--- src/rtl/ltc2986_ctrl.sv ---
// LTC2986 transaction sequencer.
// Sits in front of a byte-level SPI master. For each measurement request it
// writes the channel-assignment word (first request after reset only),
// starts a conversion, polls the command-status register until the part
// reports done, reads the 32-bit result and hands temperature and fault
// bytes to downstream logic.
module ltc2986_ctrl #(
    parameter int          CH        = 4,
    parameter logic [31:0] CH_CFG    = 32'h608A_C000,
    parameter int          POLL_GAP  = 100000,
    parameter int          MAX_POLLS = 2000
) (
    input  logic               clk,
    input  logic               reset1,
    input  logic               start,
    output logic               busy,
    output logic               data_valid,
    output logic signed [23:0] temp_data,
    output logic        [7:0]  fault,
    output logic               timeout_err,
    output logic        [7:0]  tx0,
    output logic        [7:0]  tx1,
    output logic        [7:0]  tx2,
    output logic        [7:0]  tx3,
    output logic        [7:0]  tx4,
    output logic        [7:0]  tx5,
    output logic        [7:0]  tx6,
    output logic        [2:0]  spi_n,
    output logic               spi_go,
    input  logic        [7:0]  rx0,
    input  logic        [7:0]  rx1,
    input  logic        [7:0]  rx2,
    input  logic        [7:0]  rx3,
    input  logic        [7:0]  rx4,
    input  logic        [7:0]  rx5,
    input  logic        [7:0]  rx6,
    input  logic               spi_ok
);

    typedef enum logic [3:0] {
        IDLE,
        CFG_LOAD,
        CFG_WAIT,
        CONV_LOAD,
        CONV_WAIT,
        GAP,
        POLL_LOAD,
        POLL_WAIT,
        READ_LOAD,
        READ_WAIT,
        DONE,
        ERR
    } state_t;

    // Counter widths: the poll counter must hold MAX_POLLS itself, the gap
    // counter only runs 0..POLL_GAP-1.
    localparam int PCW = $clog2(MAX_POLLS + 1);
    localparam int GCW = (POLL_GAP > 1) ? $clog2(POLL_GAP) : 1;

    localparam logic [PCW-1:0] POLL_LIMIT = PCW'(MAX_POLLS);
    localparam logic [GCW-1:0] GAP_LAST   = GCW'(POLL_GAP - 1);

    // LTC2986 opcodes and register addresses (low address byte only; the
    // high byte is 0x02 for channel assignment and 0x00 for results and
    // status). CH <= 10 keeps all sums inside 8 bits.
    localparam logic [7:0] OP_WRITE  = 8'h02;
    localparam logic [7:0] OP_READ   = 8'h03;
    localparam logic [7:0] CFG_ADDR  = 8'(4 * (CH - 1));
    localparam logic [7:0] RES_ADDR  = 8'(16 + 4 * (CH - 1));
    localparam logic [7:0] CONV_CMD  = 8'h80 | 8'(CH);

    state_t                state, state_nxt;
    logic                  cfg_done, cfg_done_nxt;
    logic [PCW-1:0]        poll_cnt, poll_cnt_nxt;
    logic [PCW-1:0]        poll_inc;
    logic [GCW-1:0]        gap_cnt, gap_cnt_nxt;
    logic                  timeout_err_nxt;
    logic signed [23:0]    temp_data_nxt;
    logic [7:0]            fault_nxt;
    logic                  conv_done;

    // rx0..rx2 only echo the command/address phase and carry no data.
    logic unused_rx;
    assign unused_rx = ^{rx0, rx1, rx2};

    // Status byte: bit7 = start (still running), bit6 = done.
    assign conv_done = (rx3[7] == 1'b0) && (rx3[6] == 1'b1);
    assign poll_inc  = poll_cnt + PCW'(1);

    // Next-state, frame contents and handshake outputs decoded from state.
    always_comb begin
        state_nxt       = state;
        cfg_done_nxt    = cfg_done;
        poll_cnt_nxt    = poll_cnt;
        gap_cnt_nxt     = gap_cnt;
        timeout_err_nxt = timeout_err;
        temp_data_nxt   = temp_data;
        fault_nxt       = fault;
        tx0             = 8'h00;
        tx1             = 8'h00;
        tx2             = 8'h00;
        tx3             = 8'h00;
        tx4             = 8'h00;
        tx5             = 8'h00;
        tx6             = 8'h00;
        spi_n           = 3'd0;
        spi_go          = 1'b0;
        busy            = 1'b1;
        data_valid      = 1'b0;

        case (state)
            IDLE: begin
                busy = 1'b0;
                if (start) begin
                    timeout_err_nxt = 1'b0;
                    poll_cnt_nxt    = '0;
                    state_nxt       = cfg_done ? CONV_LOAD : CFG_LOAD;
                end
            end

            CFG_LOAD, CFG_WAIT: begin
                spi_n = 3'd7;
                tx0   = OP_WRITE;
                tx1   = 8'h02;
                tx2   = CFG_ADDR;
                tx3   = CH_CFG[31:24];
                tx4   = CH_CFG[23:16];
                tx5   = CH_CFG[15:8];
                tx6   = CH_CFG[7:0];
                if (state == CFG_LOAD) begin
                    spi_go    = 1'b1;
                    state_nxt = CFG_WAIT;
                end else if (spi_ok) begin
                    cfg_done_nxt = 1'b1;
                    state_nxt    = CONV_LOAD;
                end
            end

            CONV_LOAD, CONV_WAIT: begin
                spi_n = 3'd4;
                tx0   = OP_WRITE;
                tx1   = 8'h00;
                tx2   = 8'h00;
                tx3   = CONV_CMD;
                if (state == CONV_LOAD) begin
                    spi_go    = 1'b1;
                    state_nxt = CONV_WAIT;
                end else if (spi_ok) begin
                    gap_cnt_nxt = '0;
                    state_nxt   = GAP;
                end
            end

            GAP: begin
                if (gap_cnt == GAP_LAST) begin
                    gap_cnt_nxt = '0;
                    state_nxt   = POLL_LOAD;
                end else begin
                    gap_cnt_nxt = gap_cnt + GCW'(1);
                end
            end

            POLL_LOAD, POLL_WAIT: begin
                spi_n = 3'd4;
                tx0   = OP_READ;
                if (state == POLL_LOAD) begin
                    spi_go    = 1'b1;
                    state_nxt = POLL_WAIT;
                end else if (spi_ok) begin
                    if (conv_done) begin
                        state_nxt = READ_LOAD;
                    end else begin
                        poll_cnt_nxt = poll_inc;
                        gap_cnt_nxt  = '0;
                        if (poll_inc == POLL_LIMIT) begin
                            timeout_err_nxt = 1'b1;
                            state_nxt       = ERR;
                        end else begin
                            state_nxt = GAP;
                        end
                    end
                end
            end

            READ_LOAD, READ_WAIT: begin
                spi_n = 3'd7;
                tx0   = OP_READ;
                tx2   = RES_ADDR;
                if (state == READ_LOAD) begin
                    spi_go    = 1'b1;
                    state_nxt = READ_WAIT;
                end else if (spi_ok) begin
                    fault_nxt     = rx3;
                    temp_data_nxt = signed'({rx4, rx5, rx6});
                    state_nxt     = DONE;
                end
            end

            DONE: begin
                busy       = 1'b0;
                data_valid = 1'b1;
                state_nxt  = IDLE;
            end

            ERR: begin
                busy      = 1'b0;
                state_nxt = IDLE;
            end

            default: begin
                busy      = 1'b0;
                state_nxt = IDLE;
            end
        endcase
    end

    // Sequencer state and control counters; reset aborts any transaction.
    always_ff @(posedge clk or negedge reset1) begin
        if (!reset1) begin
            state       <= IDLE;
            cfg_done    <= 1'b0;
            poll_cnt    <= '0;
            gap_cnt     <= '0;
            timeout_err <= 1'b0;
        end else begin
            state       <= state_nxt;
            cfg_done    <= cfg_done_nxt;
            poll_cnt    <= poll_cnt_nxt;
            gap_cnt     <= gap_cnt_nxt;
            timeout_err <= timeout_err_nxt;
        end
    end

    // Measurement result registers, loaded when the result frame completes.
    always_ff @(posedge clk or negedge reset1) begin
        if (!reset1) begin
            temp_data <= '0;
            fault     <= '0;
        end else begin
            temp_data <= temp_data_nxt;
            fault     <= fault_nxt;
        end
    end

endmodule

--- config.mk ---
export PLATFORM = sky130hd
export DESIGN_NAME = ltc2986_ctrl
export DESIGN_NICKNAME = d
export VERILOG_FILES = /design/src/rtl/ltc2986_ctrl.sv
export SDC_FILE = /design/constraint.sdc
export NUM_CORES = 1
export LEC_CHECK = 0
export CORE_ASPECT_RATIO = 0.5
export CORE_MARGIN = 8
export CORE_UTILIZATION = 44
export DETAILED_ROUTE_END_ITERATION = 16
export GPL_TIMING_DRIVEN = 0
export PLACE_DENSITY_LB_ADDON = 0.25
export SYNTH_ARGS = -nofsm -noshare
export SYNTH_HDL_FRONTEND = slang
export SYNTH_SLANG_ARGS = --single-unit
--- constraint.sdc ---
create_clock -name clk -period 2.15 [get_ports clk]
set_clock_uncertainty 0.05 [all_clocks]
set_input_delay 0.3225 -clock clk [delete_from_list [all_inputs] [get_ports clk]]
set_output_delay 0.3225 -clock clk [all_outputs]
set_load 0.02 [all_outputs]
==> results of run 1 <==
## power groups by stage
stage               sequential, W  clock (W)  combinational (W)
global placement          0.00186          0            0.00363
floorplan                 0.00220          0            0.00181
CTS                       0.00187    0.00160            0.00383
finish                    0.00187    0.00158            0.00397
global route              0.00193    0.00166            0.00425
detailed placement        0.00188          0            0.00366
## cells by family after synthesis
kind of cell	count (synthesis)	share of synthesized area, %
muxes	37	10.9
xor gates and xnor gates	2	0.466
and+or+nand+nor	112	16.7
AOI/OAI and AO/OA	83	14.6
other	1	0.0997
DFF	66	43.9
buffers and inverters	75	12.6
adders and majority gates	2	0.665
## cells in the final DEF, fill, tap and decap left out, types with 4 or more instances in the layout
cell type and n:
buf_2 4, nor2_1 13, o21ai_0 30, and4_1 6, conb_1 41, clkdlybuf4s50_1 67
clkbuf_2 6, dlygate4sd2_1 7, a21oi_1 13, inv_1 7, buf_4 74, o31ai_1 5
nor2b_1 6, nor3_1 4, clkbuf_16 9, clkbuf_1 7, mux2_2 33, nand2_1 26
a22o_1 5, nand4_1 6, mux2i_1 4, and3_1 4, nand3_1 13, a21o_1 8
dfrtp_1 64
## layout make-up
| type | count | area share [%] |
|---|---|---|
| repair buffers | 106 | 17.8 |
| multi-input cells | 277 | 34.0 |
| flip-flops and latches | 66 | 30.3 |
| clock buffers | 11 | 4.44 |
| clock inverters | 5 | 1.42 |
| plain buffers | 67 | 9.02 |
| well taps | 112 | 2.56 |
| inverters | 7 | 0.481 |
## registers in the layout, indices dropped and copies added, names as in the netlist
name,count
temp_data,24
gap_cnt,17
state,4
timeout_err,1
fault,8
cfg_done,1
poll_cnt,11
## per-layer routing
metal	share of wire, %	GRT usage (%)	vias up
met5	0	0	-
met4	0.88	4.59	0
met3	5.4	4.55	10
met2	52	31.1	95
met1	42	18.8	1560
li1	-	-	1584
## critical path, stage by stage, from the launching register on
cell     delay (ns)
dfrtp_1        0.40
or4b_4         0.56
nor4_4         0.34
nor2_4         0.12
buf_4          0.15
a21o_1         0.14
a22o_1         0.21
## stage by stage
stage	TNS, ns	cell area (sq um)	total power (W)	utilization [%]
after floorplan	0	3910	0.00402	-
after global placement	-113.55	4940	0.00549	60.7
after detailed placement	-11.03	4940	0.00554	60.7
after CTS	-0.0109	5370	0.00730	66.0
after global routing	-0.251	5470	0.00784	67.1
final	0	5470	0.00742	67.1
## final timing paths
kind,from,end,slack (ns)
hold reg to reg,cfg_done$_DFFE_PN0P_,cfg_done$_DFFE_PN0P_,0.43
max in group asynchronous,reset1,state[3]$_DFFE_PN0P_,1.38
hold / removal,reset1,temp_data[17]$_DFFE_PN0P_,0.04
setup reg to reg,gap_cnt[12]$_DFFE_PN0P_,gap_cnt[8]$_DFFE_PN0P_,0.04
setup / recovery,gap_cnt[12]$_DFFE_PN0P_,gap_cnt[8]$_DFFE_PN0P_,0.04
min in group clk,cfg_done$_DFFE_PN0P_,cfg_done$_DFFE_PN0P_,0.43
## what timing repair did
item / 4_1_cts / 5_1_grt
endpoints found under the hold margin: 0 / 0
resized for setup: 81 / 21
cloned: 0 / 0
pin swaps: 1 / 6
setup buffers: 9 / 8
endpoints found under the setup margin: 69 / 58
==> run metrics, run 1 <==
dpl ws=-0.515 ns; Die H=81.4 microns; Crit path arrival time=2.27 ns; detailed-route DRC error count=0; CTS buffer count=9; most instantiated cells after synthesis=dfrtp_1 (66), buf_4 (50), mux2_2 (33); sw frac=37.9%; dpl hpwl=6.97 mm; Worst setup SP type=flop; DR iter-0 viols=207; Final Wtd Congestion=0.840; cts hold-fix bufs=0; Final nets=596; Clock Pin Slew Worst Setup and Hold Paths=0.05 ns; pin count of the biggest net entering global routing=67; Mapped Cells=378; Area contributors post-synth=dfrtp_1 (44%), buf_4 (10%), mux2_2 (9.9%), o21ai_0 (4.0%), nand2_1 (2.8%); Yosys top cell by area=dfrtp_1; antenna-violating nets left=0; CP max FO=7; full die area=0.0119 sq mm; placed cells=619; FF+latch count, synth=66; CP Capture Type=flop; actual slew at the worst max-slew pin=0.850 ns; Root Driver=clkbuf_16; port buffer count=89; Setup WS post-layout=0.0425 ns; Boundary Pins=155; most frequent cell after synthesis=dfrtp_1; distinct cell type count after synthesis=53; vias in the first global route=3203; initial antenna violation count=0; grt total ovfl=0; slew margin rel.=43.3%; Hold Slack=0.0364 ns; final WL=10.1 mm; share of flip-flops with an asynchronous set or reset=100%; Synth Area per Inst=9.95 sq um; Cell Count, Final, Fillers Out=651; final setup fails=0; post-synthesis to final-layout area growth=45.4%; DR vias=3249; clk buf depth=2; clock latency on the worst-skew pair=0.33 ns; mapped cell area=0.00376 sq mm; FP Rows=23; Final Cycle Share=98.0%; ant diodes=0; core area=0.00814 sq mm; first-pass GRT wire length=16.2 mm; area occupied by multi-input gates=0.00186 sq mm; clk sinks=66; Total GRT Usage=16.7%; FILL cells=645; EDFF count, synth=0; YS warnings=0; H-Tree Depth=3; min Tclk post-route=2.11 ns; R2R depth=6; WP data required=2.32 ns; CTS tree=built; Pre-antenna DRT Iters=4; Max Cap Viol=0; cell-internal power=0.00461 W; clock share of power=21.3%; vias per inst=4.99; Cell Pwr Density=1360 mW/mm^2; storage element area=0.00165 sq mm; ys flop type=dfrtp_1; Synth top area share=43.9%; sequential power share=25.2%; Max Clock Freq=474 MHz; share of cells above drive strength 1=30.8%; status=finished, final reports clean; HP Class=input port to asynchronous set/reset pin; Pleak=2.59 nW; Setup CP Type=flop to flop; sequential share of the synthesized area=43.9%; die width=147 microns; WL/cell=15.5 microns; fin. max-slew vios=0; Peak VDD IR=0.621 mV; initial core utilization=46.2%; Logic pwr share=53.5%; Final Hold Viols=0; switching power=0.00281 W
No activity file was read; power rests on OpenSTA's default activity.
==> run 2, diff against run 1 <==
Settings changed: ABC_AREA from default to 0.
==> results of run 2 <==
The final DEF is identical to that of run 1; final timing and power are the same.
==> RTL change 1: new RTL, config.mk and constraints of run 1 <==
Add an input register stage for `rx6`, without a reset; this delays it by one clock. The other inputs are not delayed to match.
--- a/src/rtl/ltc2986_ctrl.sv
+++ b/src/rtl/ltc2986_ctrl.sv
@@ -69,6 +69,12 @@
     localparam logic [7:0] RES_ADDR  = 8'(16 + 4 * (CH - 1));
     localparam logic [7:0] CONV_CMD  = 8'h80 | 8'(CH);
 
+    logic        [7:0] rx6_q;
+
+    always_ff @(posedge clk) begin
+        rx6_q <= rx6;
+    end
+
     state_t                state, state_nxt;
     logic                  cfg_done, cfg_done_nxt;
     logic [PCW-1:0]        poll_cnt, poll_cnt_nxt;
@@ -191,7 +197,7 @@
                     state_nxt = READ_WAIT;
                 end else if (spi_ok) begin
                     fault_nxt     = rx3;
-                    temp_data_nxt = signed'({rx4, rx5, rx6});
+                    temp_data_nxt = signed'({rx4, rx5, rx6_q});
                     state_nxt     = DONE;
                 end
             end
Formal check against the unedited RTL: no difference found for any inputs over 10 cycles, from zero or initial values and one cycle with reset1 low; that may be too few to reach the edited logic, so the function may still have changed.
==> RTL change 1 against run 1 <==
Worst setup slack gained 0.010 ns; routed wire length increased by 4.4%; sequential cell count is 8 higher; utilization down 2.0 points; power shrank 8.0%; cell area rose by 3.3%; synthesized area rose by 4.6%; largest cell class unchanged.
==> RTL change 1: results (changes against run 1) <==
Detailed routing
  • Drt pass-1 iters: 5 (was 4)
  • Via-to-Cell Ratio: 5.02 (was 4.99)
  • Drt first-iter violations: 264 (was 207)
  • DRT Wirelength: 10.5 mm (was 10.1 mm)

Power and ir drop
  • Pint: 4.14 mW (was 4.61 mW)
  • Worst IR drop on VDD: 0.575 mV (was 0.621 mV)
  • Leak: 2.69 nW (was 2.59 nW)

Logic synthesis
  • Share of flip-flops with an asynchronous set or reset: 89.2% (was 100%)
  • Area share of fa/ha/maj cells after synthesis: 0.637% (was 0.666%)
  • Mux cell area share after synthesis: 9.45% (was 10.9%)
  • Compound-gate portion of the synthesized area: 13.9% (was 14.6%)
  • Synth top cells by count: dfrtp_1, buf_4, mux2_2, o21ai_0, nand2_1 (was dfrtp_1, buf_4, mux2_2)
  • Largest cells by area after synthesis: dfrtp_1, buf_4, mux2_2 (unchanged)
  • Yosys warns: 0 (unchanged)
  • Synth Area in XOR/XNOR: 1.56% (was 0.466%)
  • Sequential-to-total area share from yosys stat: 46.1% (was 43.9%)
  • Post-synth cell types: 57 (was 53)

Global routing
  • Gr usage total: 16.6% (was 16.7%)
  • Initial antenna violation count: 0 (unchanged)
  • Vias in the first global route: 3348 (was 3203)
  • First-pass GRT wire length: 16.9 mm (was 16.2 mm)
  • Pin count of the biggest net entering global routing: 67 (unchanged)

Outcome
  • Outcome: finished, final reports clean (unchanged)

Clock network
  • CTS Buffer Depth: 2 (unchanged)
  • Clock root buffer: clkbuf_16 (unchanged)
  • Clock Latency Late Sink: 0.33 ns (about the same)
  • Number of H-tree levels: 3 (unchanged)
  • Worst-path clk slew: 0.06 ns
  • Inserted Clock Buffers: 9 (unchanged)

Layout
  • Nets: 615 (was 596)
  • Ratio of cells with drive above 1 in the final layout: 32.1% (was 30.8%)
  • Number of diodes: 0 (unchanged)
  • Largest regs: temp_data x24, gap_cnt x17, poll_cnt x11 (unchanged)

Worst hold path
  • HP Class: primary input to async pin (unchanged)

Critical path
  • Worst path max stage delay: 0.46 ns (was 0.56 ns)
  • Reg2reg setup slack: approximately 0.052 ns
  • Worst r2r src: poll_cnt[2] (was gap_cnt[12])
  • R2R depth: 6 (unchanged)
  • Reg-to-Reg End: state[1] (was gap_cnt[8])
  • Critical-path top delay cell: dfrtp_1 (was or4b_4)
  • Maximum fanout along the worst path: 7 (unchanged)

STA
  • Tightest Pin Transition: 0.867 ns (was 0.850 ns)

Place
  • DP Wirelength: 7.17 mm (was 6.97 mm)
  • Placed cell area: 0.00513 mm² (was 0.00494 mm²)
  • IO Port Bufs: 89 (unchanged)
  • Final GP Congestion: 0.858 (was 0.840)
[RTL change 1: power groups by stage]
stage                     Sequential, mW  Combinational (mW)  Clock (mW)
after floorplan                     2.12                1.67           0
after global placement              1.87                3.14           0
after detailed placement            1.89                3.16           0
after CTS                           1.87                3.33        1.39
after global routing                1.92                3.82        1.45
final                               1.87                3.59        1.37
[RTL change 1: metrics by stage]
step / setup WS (ns) / hold slack, ns / TNS, ns / power (mW) / cells
2_1_floorplan: 0.0905 / -0.0231 / 0 / 3.78 / 433
3_3_place_gp: -1.61 / 0.392 / -112.85 / 5.01 / 639
3_5_place_dp: -0.487 / 0.399 / -6.64 / 5.06 / 639
4_1_cts: -0.0848 / 0.0800 / -0.0848 / 6.59 / 666
5_1_grt: -0.0195 / 0.129 / -0.0420 / 7.19 / 675
6_report: 0.0525 / 0.0602 / 0 / 6.83 / 675
[RTL change 1: worst max-delay path by stage]
stage                start           to  slack, ns  depth (start not counted)
2_1_floorplan     state[2]     spi_n[1]       0.09                          6
3_3_place_gp        reset1  timeout_err      -1.61                          1
3_5_place_dp      state[2]     spi_n[1]      -0.49                          7
4_1_cts           state[3]       spi_go      -0.08                          5
5_1_grt         gap_cnt[0]  gap_cnt[10]      -0.02                          8
6_report       poll_cnt[2]     state[1]       0.05                          6
[RTL change 1: cell type report]
cell class,instances,area [µm²]
Multi-Input combinational cell,289,1920
Timing Repair Buffer,109,988
Inverter,4,15.0
Clock buffer,9,225
Sequential cell,74,1820
Fill cell,722,3030
Buffer,66,497
Tap cell,117,146
Clock inverter,7,43.8
[RTL change 1: layer usage]
metal | track usage (%) | up-vias | routed length [µm]
met5 | 0 | - | 0
met4 | 5.59 | 0 | 138
met3 | 5.63 | 15 | 939
met2 | 27.3 | 139 | 5080
met1 | 20.1 | 1607 | 4380
li1 | - | 1630 | -
[RTL change 1: cell families after synthesis]
kind of cell,count (synthesis)
XOR/XNOR,7
other,1
AO/OA/AOI/OAI,85
buffers and inverters,70
AND/OR/NAND/NOR,121
flip-flops,74
multiplexers,33
adder cells (fa/ha/maj),2
[RTL change 1: critical path: cells and delay by family, from the launching register on]
kind / cells / cell delay [ns]
AOI/OAI and AO/OA: 4 / 0.89
DFF: 1 / 0.46
and+or+nand+nor: 2 / 0.62
[RTL change 1: repair_timing]
action	4_1_cts	5_1_grt
setup buffers	11	9
pin swaps	3	3
endpoints found under the setup margin	23	40
gates resized for setup	68	36
==> RTL change 2: new RTL, settings of run 1 <==
Without the edit above. The parameter `POLL_GAP` goes from 100000 to 200000.
--- a/src/rtl/ltc2986_ctrl.sv
+++ b/src/rtl/ltc2986_ctrl.sv
@@ -7,7 +7,7 @@
 module ltc2986_ctrl #(
     parameter int          CH        = 4,
     parameter logic [31:0] CH_CFG    = 32'h608A_C000,
-    parameter int          POLL_GAP  = 100000,
+    parameter int          POLL_GAP  = 200000,
     parameter int          MAX_POLLS = 2000
 ) (
     input  logic               clk,
Formal check against the unedited RTL: no difference found for any inputs over 10 cycles, from zero or initial values and one cycle with reset1 low; that may be too few to reach the edited logic, so the function may still have changed.
==> RTL change 2 against run 1 <==
Sequential cell count rose by 1; power decreased by 8.5%; cell area up 0.71%; routed wire length fell by 6.6%; sequential share of layout area up 0.26 points; non-clock buffer count rose by 1; worst setup slack got worse by 0.042 ns; synthesized area fell by 0.43%; global-route usage fell by 0.12 points.
==> RTL change 2: results (changes against run 1) <==
Outcome
  • Outcome: finished, final reports clean (unchanged)

Power and ir drop
  • Leak: 2.56 nW (was 2.59 nW)
  • Net Sw Frac: 36.4% (was 37.9%)
  • Worst IR drop on VDD: 0.617 mV (was 0.621 mV)

Detailed routing
  • Drt first-iter violations: 149 (was 207)
  • DRT Wirelength: 9.43 mm (was 10.1 mm)
  • Via-to-Cell Ratio: 4.98 (was 4.99)
  • Drt pass-1 iters: 5 (was 4)

Logic synthesis
  • Post-synth top flop: dfrtp_1 (unchanged)
  • Share of flip-flops with an asynchronous set or reset: 100% (unchanged)
  • Yosys warns: 0 (unchanged)
  • Largest cells by area after synthesis: dfrtp_1, buf_4, mux2_2 (unchanged)
  • Sequential-to-total area share from yosys stat: 44.8% (was 43.9%)
  • Synth top cells by count: dfrtp_1, buf_4, mux2_2 (unchanged)
  • Post-synth cell types: 53 (unchanged)

Critical path
  • R2R depth: 5 (was 6)
  • Reg2reg setup slack: 0.0008 ns (was 0.04 ns)
  • Critical Path AT: 2.31 ns (was 2.27 ns)
  • Worst r2r src: gap_cnt[12] (unchanged)
  • CP startpoint kind: register (unchanged)
  • Reg-to-Reg End: state[1] (was gap_cnt[8])
  • Maximum fanout along the worst path: 5 (was 7)

Layout
  • Nets: 592 (was 596)
  • Ratio of cells with drive above 1 in the final layout: 32.7% (was 30.8%)
  • Number of diodes: 0 (unchanged)
  • Largest regs: temp_data x24, gap_cnt x18, poll_cnt x11 (was temp_data x24, gap_cnt x17, poll_cnt x11)
  • Filler Cells Inserted: 622 (was 645)

Global routing
  • Gr usage total: 16.6% (was 16.7%)
  • Initial antenna violation count: 0 (unchanged)
  • Pin count of the biggest net entering global routing: 68 (was 67)
  • First-pass GRT wire length: 16.1 mm (was 16.2 mm)
  • Vias in the first global route: 3221 (was 3203)

STA
  • Tightest Pin Transition: 0.840 ns (was 0.850 ns)
  • Count of final hold-check violations: 0 (unchanged)

Clock network
  • Inserted Clock Buffers: 9 (unchanged)
  • Clock root buffer: clkbuf_16 (unchanged)
  • Number of H-tree levels: 3 (unchanged)
  • CTS Buffer Depth: 2 (unchanged)
  • Worst-path clk slew: 0.05 ns (about the same)
  • Clock Latency Late Sink: 0.33 ns (about the same)

Place
  • Final GP Congestion: 0.851 (was 0.840)
  • DP Wirelength: 6.63 mm (was 6.97 mm)
  • IO Port Bufs: 88 (was 89)

Worst hold path
  • HP Class: primary input to async pin (unchanged)
RTL change 2: cell count changes after synthesis, moves of 4 or more:
cell      before  now
a21o_1         8    1
a221o_1        1    5
a22o_1         5    1
a31oi_1        3   12
and3_2         0    4
and4_1         6    0
buf_1          0    6
mux2i_1        4    0
nand2_1       28   24
nand2b_1       3    8
nor2_1        16   25
o21ai_0       30   20
RTL change 2: stage by stage:
step                area [µm²]  hold WS [ns]  std cells  TNS, ns  setup slack, ns
floorplan                 3900       -0.0231        416        0           0.0123
global placement          4920         0.415        616  -113.10            -1.55
detailed placement        4920         0.413        616   -10.59           -0.417
CTS                       5390        0.0689        640  -0.0329          -0.0329
global route              5510         0.111        647   -0.501          -0.0874
finish                    5510        0.0489        647        0         0.000794
RTL change 2: how the worst max path moves through the flow:
stage          depth (start not counted)      endpoint  slack (ns)
2_1_floorplan                          4        tx4[1]        0.01
3_3_place_gp                           1  temp_data[5]       -1.55
3_5_place_dp                           7        tx2[3]       -0.42
4_1_cts                                5      state[1]       -0.03
5_1_grt                                5      state[1]       -0.09
6_report                               5      state[1]      0.0008
RTL change 2: metal layers:
layer  track usage (%)  vias up  share of wire (%)
met1              19.0     1555                 43
met2              28.0       95                 49
li1                  -     1569                  -
met4              5.20        0               0.56
met5                 0        -                  0
met3              7.26        6                7.4
RTL change 2: logic make-up (layout without fill, tap and decap cells):
logic type,after synthesis,after routing,share of synthesized area [%]
AO/OA/AOI/OAI,75,75,13.8
XOR/XNOR,1,1,0.234
adder cells (fa/ha/maj),2,2,0.668
buffers and inverters,76,195,12.9
flip-flops,67,67,44.8
multiplexers,34,34,10.3
other,1,41,0.100
AND/OR/NAND/NOR,120,120,17.1
RTL change 2: repair_timing:
action                     in CTS  in global routing
pin swaps                       7                  8
gates cloned                    0                  0
setup endpoints to repair      72                 65
buffers inserted               10                  8
gates resized for setup        72                 40
RTL change 2: power groups by stage:
stage | sequential, mW | clock (mW) | combinational [mW]
after detailed placement | 1.83 | 0 | 2.86
after floorplan | 1.97 | 0 | 1.68
after CTS | 1.82 | 1.74 | 3.04
after global placement | 1.83 | 0 | 2.82
final | 1.84 | 1.71 | 3.25
after global routing | 1.89 | 1.81 | 3.51
RTL change 2: critical path, stage by stage, from the launching register on:
cell      delay, ns
dfrtp_1        0.38
or4b_4         0.55
nor4_4         0.23
a31oi_4        0.18
a311oi_4       0.31
mux2_4         0.33
RTL change 2: cell type report:
class	instances	share of cell area, %
timing repair buffer	106	17.8
sequential	67	30.5
inverter	5	0.386
multi-input combinational	273	33.2
tap	112	2.54
clock buffer	10	4.34
buffer	68	9.20
clock inverter	6	2.02
